**src/rtl/rv32_pkg.sv**
```systemverilog
// Shared RV32I constants and register-index types.
package rv32_pkg;

   localparam int XLEN   = 32;
   localparam int NREGS  = 32;
   localparam int REG_AW = $clog2(NREGS);

   typedef logic [REG_AW-1:0] reg_idx_t;

   localparam reg_idx_t REG_ZERO = '0;

endpackage

```
**src/rtl/regfile_scoreboard.sv**
```systemverilog
// Busy-bit vector tracking in-flight register writes. Issue marks a register
// busy and writeback clears it. A mark and a clear landing on the same
// register in one cycle leave it busy, because the newer producer still owes
// a value. Bit 0 is never busy.
module regfile_scoreboard
   import rv32_pkg::*;
#(
   parameter int NREGS = rv32_pkg::NREGS,
   localparam int AW   = $clog2(NREGS)
) (
   input  logic             clk,
   input  logic             reset,
   input  logic             mark_en,
   input  logic [AW-1:0]    mark_addr,
   input  logic             wr_en,
   input  logic [AW-1:0]    wr_addr,
   output logic [NREGS-1:0] busy,
   output logic             any_busy
);

   logic [NREGS-1:0] busy_q;
   logic [NREGS-1:0] busy_d;

   // Next busy vector: set by mark, cleared by write, mark has priority.
   always_comb begin
      busy_d = busy_q;
      for (int r = 1; r < NREGS; r++) begin
         if (mark_en && (mark_addr == AW'(r))) begin
            busy_d[r] = 1'b1;
         end else if (wr_en && (wr_addr == AW'(r))) begin
            busy_d[r] = 1'b0;
         end
      end
      busy_d[0] = 1'b0;
   end

   // Busy-bit register; reset forces every bit idle.
   always_ff @(posedge clk or posedge reset) begin
      if (reset) begin
         busy_q <= '0;
      end else begin
         busy_q <= busy_d;
      end
   end

   assign busy     = busy_q;
   assign any_busy = |busy_q[NREGS-1:1];

endmodule

```
**src/rtl/regfile_bp.sv**
```systemverilog
// RV32I integer register file with registered, individually enabled read
// ports, same-cycle write-to-read bypass and an in-flight write scoreboard.
module regfile_bp
   import rv32_pkg::*;
#(
   parameter int XLEN  = rv32_pkg::XLEN,
   parameter int NREGS = rv32_pkg::NREGS,
   parameter int NRD   = 2,
   localparam int AW   = $clog2(NREGS)
) (
   input  logic              clk,
   input  logic              reset,
   input  logic [NRD-1:0]    rd_en,
   input  logic [NRD*AW-1:0] rd_addr,
   output logic [NRD*XLEN-1:0] rdata,
   output logic [NRD-1:0]    rd_busy,
   input  logic              wr_en,
   input  logic [AW-1:0]     wr_addr,
   input  logic [XLEN-1:0]   wr_data,
   input  logic              mark_en,
   input  logic [AW-1:0]     mark_addr,
   output logic              any_busy
);

   localparam logic [AW-1:0] ZERO_IDX = AW'(REG_ZERO);

   logic [XLEN-1:0]  mem_q [NREGS];
   logic [NREGS-1:0] busy;

   // Register array; entry 0 is never written so it reads as zero.
   always_ff @(posedge clk or posedge reset) begin
      if (reset) begin
         for (int r = 0; r < NREGS; r++) begin
            mem_q[r] <= '0;
         end
      end else if (wr_en && (wr_addr != ZERO_IDX)) begin
         mem_q[wr_addr] <= wr_data;
      end
   end

   regfile_scoreboard #(
      .NREGS (NREGS)
   ) u_scoreboard (
      .clk       (clk),
      .reset     (reset),
      .mark_en   (mark_en),
      .mark_addr (mark_addr),
      .wr_en     (wr_en),
      .wr_addr   (wr_addr),
      .busy      (busy),
      .any_busy  (any_busy)
   );

   for (genvar i = 0; i < NRD; i++) begin : g_rd
      logic [AW-1:0]   addr;
      logic            wr_hit;
      logic [XLEN-1:0] rdata_d;
      logic [XLEN-1:0] rdata_q;

      assign addr   = rd_addr[i*AW +: AW];
      assign wr_hit = wr_en && (wr_addr == addr);

      // Port data select: x0 reads zero, a same-cycle write is forwarded,
      // and a disabled port holds its last value for stalls.
      always_comb begin
         rdata_d = rdata_q;
         if (rd_en[i]) begin
            if (addr == ZERO_IDX) begin
               rdata_d = '0;
            end else if (wr_hit) begin
               rdata_d = wr_data;
            end else begin
               rdata_d = mem_q[addr];
            end
         end
      end

      // Registered read data.
      always_ff @(posedge clk or posedge reset) begin
         if (reset) begin
            rdata_q <= '0;
         end else begin
            rdata_q <= rdata_d;
         end
      end

      assign rdata[i*XLEN +: XLEN] = rdata_q;
      // A write retiring this cycle is bypassed, so it does not stall decode.
      assign rd_busy[i] = busy[addr] & ~wr_hit;
   end

endmodule

```
**config.mk**
```make
export PLATFORM = sky130hd
export DESIGN_NAME = regfile_bp
export DESIGN_NICKNAME = d
export VERILOG_FILES = /design/src/rtl/rv32_pkg.sv /design/src/rtl/regfile_scoreboard.sv /design/src/rtl/regfile_bp.sv
export SDC_FILE = /design/constraint.sdc
export NUM_CORES = 2
export LEC_CHECK = 0
export ABC_AREA = 1
export ABC_CLOCK_PERIOD_IN_PS = 55900
export BUFFER_PORTS_ARGS = -buffer_cell sky130_fd_sc_hd__buf_2
export CORE_ASPECT_RATIO = 1.75
export CORE_UTILIZATION = 40
export DETAILED_ROUTE_END_ITERATION = 8
export GPL_TIMING_DRIVEN = 0
export SLEW_MARGIN = 30
export SYNTH_ARGS = -nofsm -noshare
export SYNTH_HDL_FRONTEND = slang
export SYNTH_SLANG_ARGS = --single-unit
```
**constraint.sdc**
```tcl
create_clock -name clk -period 55.9 [get_ports clk]
set_input_delay 11.18 -clock clk [delete_from_list [all_inputs] [get_ports clk]]
set_output_delay 11.18 -clock clk [all_outputs]
set_load 0.02 [all_outputs]
```
==> impl_metrics.ini, run 1 <==
[run_status]
outcome = did not finish
stop_stage = global routing
firstError = [ERROR GRT-0116] Global routing finished with congestion. Check the congestion regions in the DRC Viewer.

[clock_tree]
ctsHoldBuffers = 0
cts_max_path_buffers = 3
cts_root_buffer = clkbuf_16
htree_levels = 3
postCtsSetupBuffers = 0
ctsResizeCount = 0
cts.sinks = 1119
cts_buffers = 117

[floorplan]
io_pins = 125
start_util = 0.4029
die_y_um = 532.6
floorplan.rows = 194
die_w_um = 305.2

[placement]
placed_cells = 12080
dpl-instance-area_um2 = 68880
port_buffers = 117
place_congestion = 1.163
hpwl_um = 364800

[logic_synthesis]
synth-seq-cells = 1119
syn_area_um2 = 64340
ys_seq_area_frac = 0.4352
syn_nets = 9910
synth_cell_types = 24
synth_cells = 9852
avgSynthCellArea_um2 = 6.531
yosys_warnings = 0

[global_routing]
grt_pass1_wl_um = 671600
overflow = 13
grt_max_degree = 91
grtUsageTotal = 0.6088
grt_pass1_vias = 75350
cells by family after synthesis:
kind of cell           Yosys count  synth area share
AND/OR/NAND/NOR               6096            0.3792
flip-flops                    1119            0.4352
XOR/XNOR                         1         0.0001361
AO/OA/AOI/OAI                 1095           0.08558
buffers and inverters         1541           0.09991
synth_stat cells, drive strengths merged:
master / number / area, um2
a21oi: 63 / 315.3
a22o: 3 / 26.28
buf: 490 / 2484
clkbuf: 297 / 1115
dfrtp: 1119 / 28000
inv: 754 / 2830
nand2: 3897 / 14630
nand3: 1180 / 5906
nand4: 7 / 43.79
nor2: 1001 / 3760
nor3: 7 / 35.03
nor4: 2 / 12.51
o211ai: 2 / 15.01
o21ai: 1021 / 5110
o22ai: 5 / 31.28
o32ai: 1 / 8.760
or2: 2 / 12.51
xor2: 1 / 8.760
layer usage:
| metal | track usage | GRT overflow |
|---|---|---|
| met2 | 0.8476 | 9 |
| met1 | 0.6140 | 0 |
| met4 | 0.6246 | 4 |
| met5 | 0.06649 | 0 |
| met3 | 0.3467 | 0 |
stage by stage:
step	util	setup WS, ns
after global placement	0.4226	-1.845
after detailed placement	0.4312	30.88
after CTS	0.4589	30.87
after floorplan	-	13.21
==> run 2, diff against run 1 <==
Settings changed: CORE_ASPECT_RATIO 1.75 to not set, CORE_UTILIZATION 40 to 25, PLACE_DENSITY_LB_ADDON set to 0.15.
==> run 2 against run 1 <==
The flow now finishes without violations. Synthesized cell count unchanged. Area after synthesis unchanged.
==> impl_metrics.ini, run 2 <==
[logic_synthesis]
ys_seq_area_frac = 0.4352
syn_area_um2 = 64340
yosys_warnings = 0
ys_top_cells_by_area = dfrtp_1 (44%), nand2_1 (23%), nand3_1 (9.2%), o21ai_0 (7.8%), nor2_1 (5.8%)
async_flop_share = 1.000
synth-seq-cells = 1119
syn_nets = 9910
yosysTopAreaCell = dfrtp_1
synth_ff_type = dfrtp_1
avgSynthCellArea_um2 = 6.531
synth_cells = 9852
synth_cell_types = 24
synth_edf_count = 0
ys_top_cells_by_count = nand2_1 (3,897), nand3_1 (1,180), dfrtp_1 (1,119), o21ai_0 (1,008), nor2_1 (1,000)
synth.most_common_cell = nand2_1
yosys.area.top_type_share = 0.4352

[final_layout]
largest_register = mem_q
areaGrowthSynthToFinish_pct = 17.76
utilization = 0.2970
final_cell_mix = nand2_1 (3,897), nand3_1 (1,180), dfrtp_1 (1,119)
mostFrequentLayoutCell = nand2_1
final_nets = 10230
multi_input_area_um2 = 29950
fin_cells = 13670
largest_reg_flops = 1024
n_fill_cell = 28390
ff_latch_area_um2 = 28000
drive_gt1_frac = 0.09607
finalInstanceArea_um2 = 75770

[floorplan]
core-area_um2 = 255100
die_y_um = 509.3
floorplan.rows = 185
start_util = 0.2522
die-area_um2 = 259400
io_pins = 125
die_w_um = 509.3

[global_routing]
grt_pass1_wl_um = 641300
overflow = 0
grt_pass1_vias = 67760
antenna_found_initial = 92
grt_max_degree = 85
grtUsageTotal = 0.3728

[run_status]
outcome = finished clean

[drt]
ant_nets = 0
avgRoutedWirePerCell_um = 36.15
drtPass1Iterations = 7
vias = 74610
avgViaCountPerCell = 5.458
drtIter0Drc = 12340
drc = 0
wl_um = 494200

[setup_path]
crit_required_ns = 44.72
cp_max_fo = 10
crit_path_start_kind = input port
arrival_ns = 14.30
slowest_delay_ns = 0.50
path_class = in -> out
path_delay_family = buffers and inverters
cpMaxStageDelayCell = buf_1
end_kind = primary output
critPathBufInv = 5
crit_chain = buf_2, inv_2, nand2_1, a21oi_1, nand3_1, buf_4, buf_1, nand2_1, nor2_1, buf_2

[clock_tree]
cts_buffers = 151
cts_tree = built
clk_latency_ns = 0.85
postCtsSetupBuffers = 0
ctsHoldBuffers = 0
cts.sinks = 1119
htree_levels = 4
clk_pin_slew_ns = 0.06
cts_max_path_buffers = 3
cts_root_buffer = clkbuf_16
ctsResizeCount = 0

[timing]
tightest_slew_ns = 1.193
clock_skew_ns = 0.03958
hold_viol = 0
slew_viol_final = 0
max_freq_ghz = 0.03924
rsz0062_at_grt = no
slew_headroom = 0.2047
setup_violations = 0
period_minus_slack_ns = 25.48
timing.final.crit_share = 0.4559

[hold_path]
hold_path_class = reg -> reg

[placement]
hpwl_um = 379500
dpl-instance-area_um2 = 70450
placed_cells = 13380
port_buffers = 117
place_congestion = 1.035

[power_and_ir_drop]
vdd_drop_max_mv = 0.03134
pwr_density_cell_nw_per_um2 = 37.65
finalPower_uw = 2853
cellLeakagePower_uw = 0.03686

[job]
cap_violations = 0
[run 2: cell type report]
cell class,instances,area share
plain buffers,787,0.04957
clock inverters,62,0.01141
flip-flops and latches,1119,0.3696
diodes,20,0.0006605
well taps,3366,0.05558
multi-input cells,7192,0.3952
clock buffers,207,0.05798
repair buffers,163,0.02256
inverters,754,0.03745
[run 2: kinds of logic (layout without fill, tap and decap cells)]
group / count (synthesis) / after routing / synth area share
buf+inv: 1541 / 1973 / 0.09991
simple gates: 6096 / 6096 / 0.3792
other cells: 0 / 20 / 0
flops: 1119 / 1119 / 0.4352
xor+xnor: 1 / 1 / 0.0001361
compound gates: 1095 / 1095 / 0.08558
[run 2: worst register-to-register path: cells and delay by family, from the launching register on]
family	cells	cell delay (ns)
AND/OR/NAND/NOR	10	2.15
flip-flops	1	0.36
[run 2: metrics by stage]
| stage | hold WS [ns] | TNS [ns] | worst slack, ns |
|---|---|---|---|
| after floorplan | 0.4508 | 0 | 13.21 |
| after global placement | 0.4608 | -4615.23 | -4.313 |
| after CTS | 0.4779 | 0 | 30.59 |
| after detailed placement | 0.4621 | 0 | 30.59 |
| final | 0.4749 | 0 | 30.42 |
| after global routing | 0.4923 | 0 | 30.56 |
[run 2: final timing paths]
kind                       cells after the start                from  slack [ns]            endpoint
setup reg to reg                              10          mem_q[481]       53.34  g_rd[1].rdata_q[1]
hold / removal                                 2  g_rd[1].rdata_q[8]        0.47  g_rd[1].rdata_q[8]
setup / recovery                              10          rd_addr[8]       30.42          rd_busy[1]
max in group asynchronous                      7               reset       43.28          mem_q[975]
hold reg to reg                                2  g_rd[1].rdata_q[8]        0.47  g_rd[1].rdata_q[8]
min in group asynchronous                      2               reset       10.30          mem_q[546]
[run 2: power by group]
group	total (uW)	internal, uW	switching, uW
Combinational	717	178	539
Clock	1080	637	441
Sequential	1060	977	81.8
Total	2850	1790	1060
[run 2: layer usage]
metal  up-vias  global-route usage  part of all wire
met2      5167              0.5213              0.40
li1      31280                   -                 -
met1     36990              0.4892              0.40
met5         -                   0           0.00044
met3      1145              0.1362              0.13
met4        32              0.2138             0.067
Note: power is estimated with default switching activity, not from simulation.
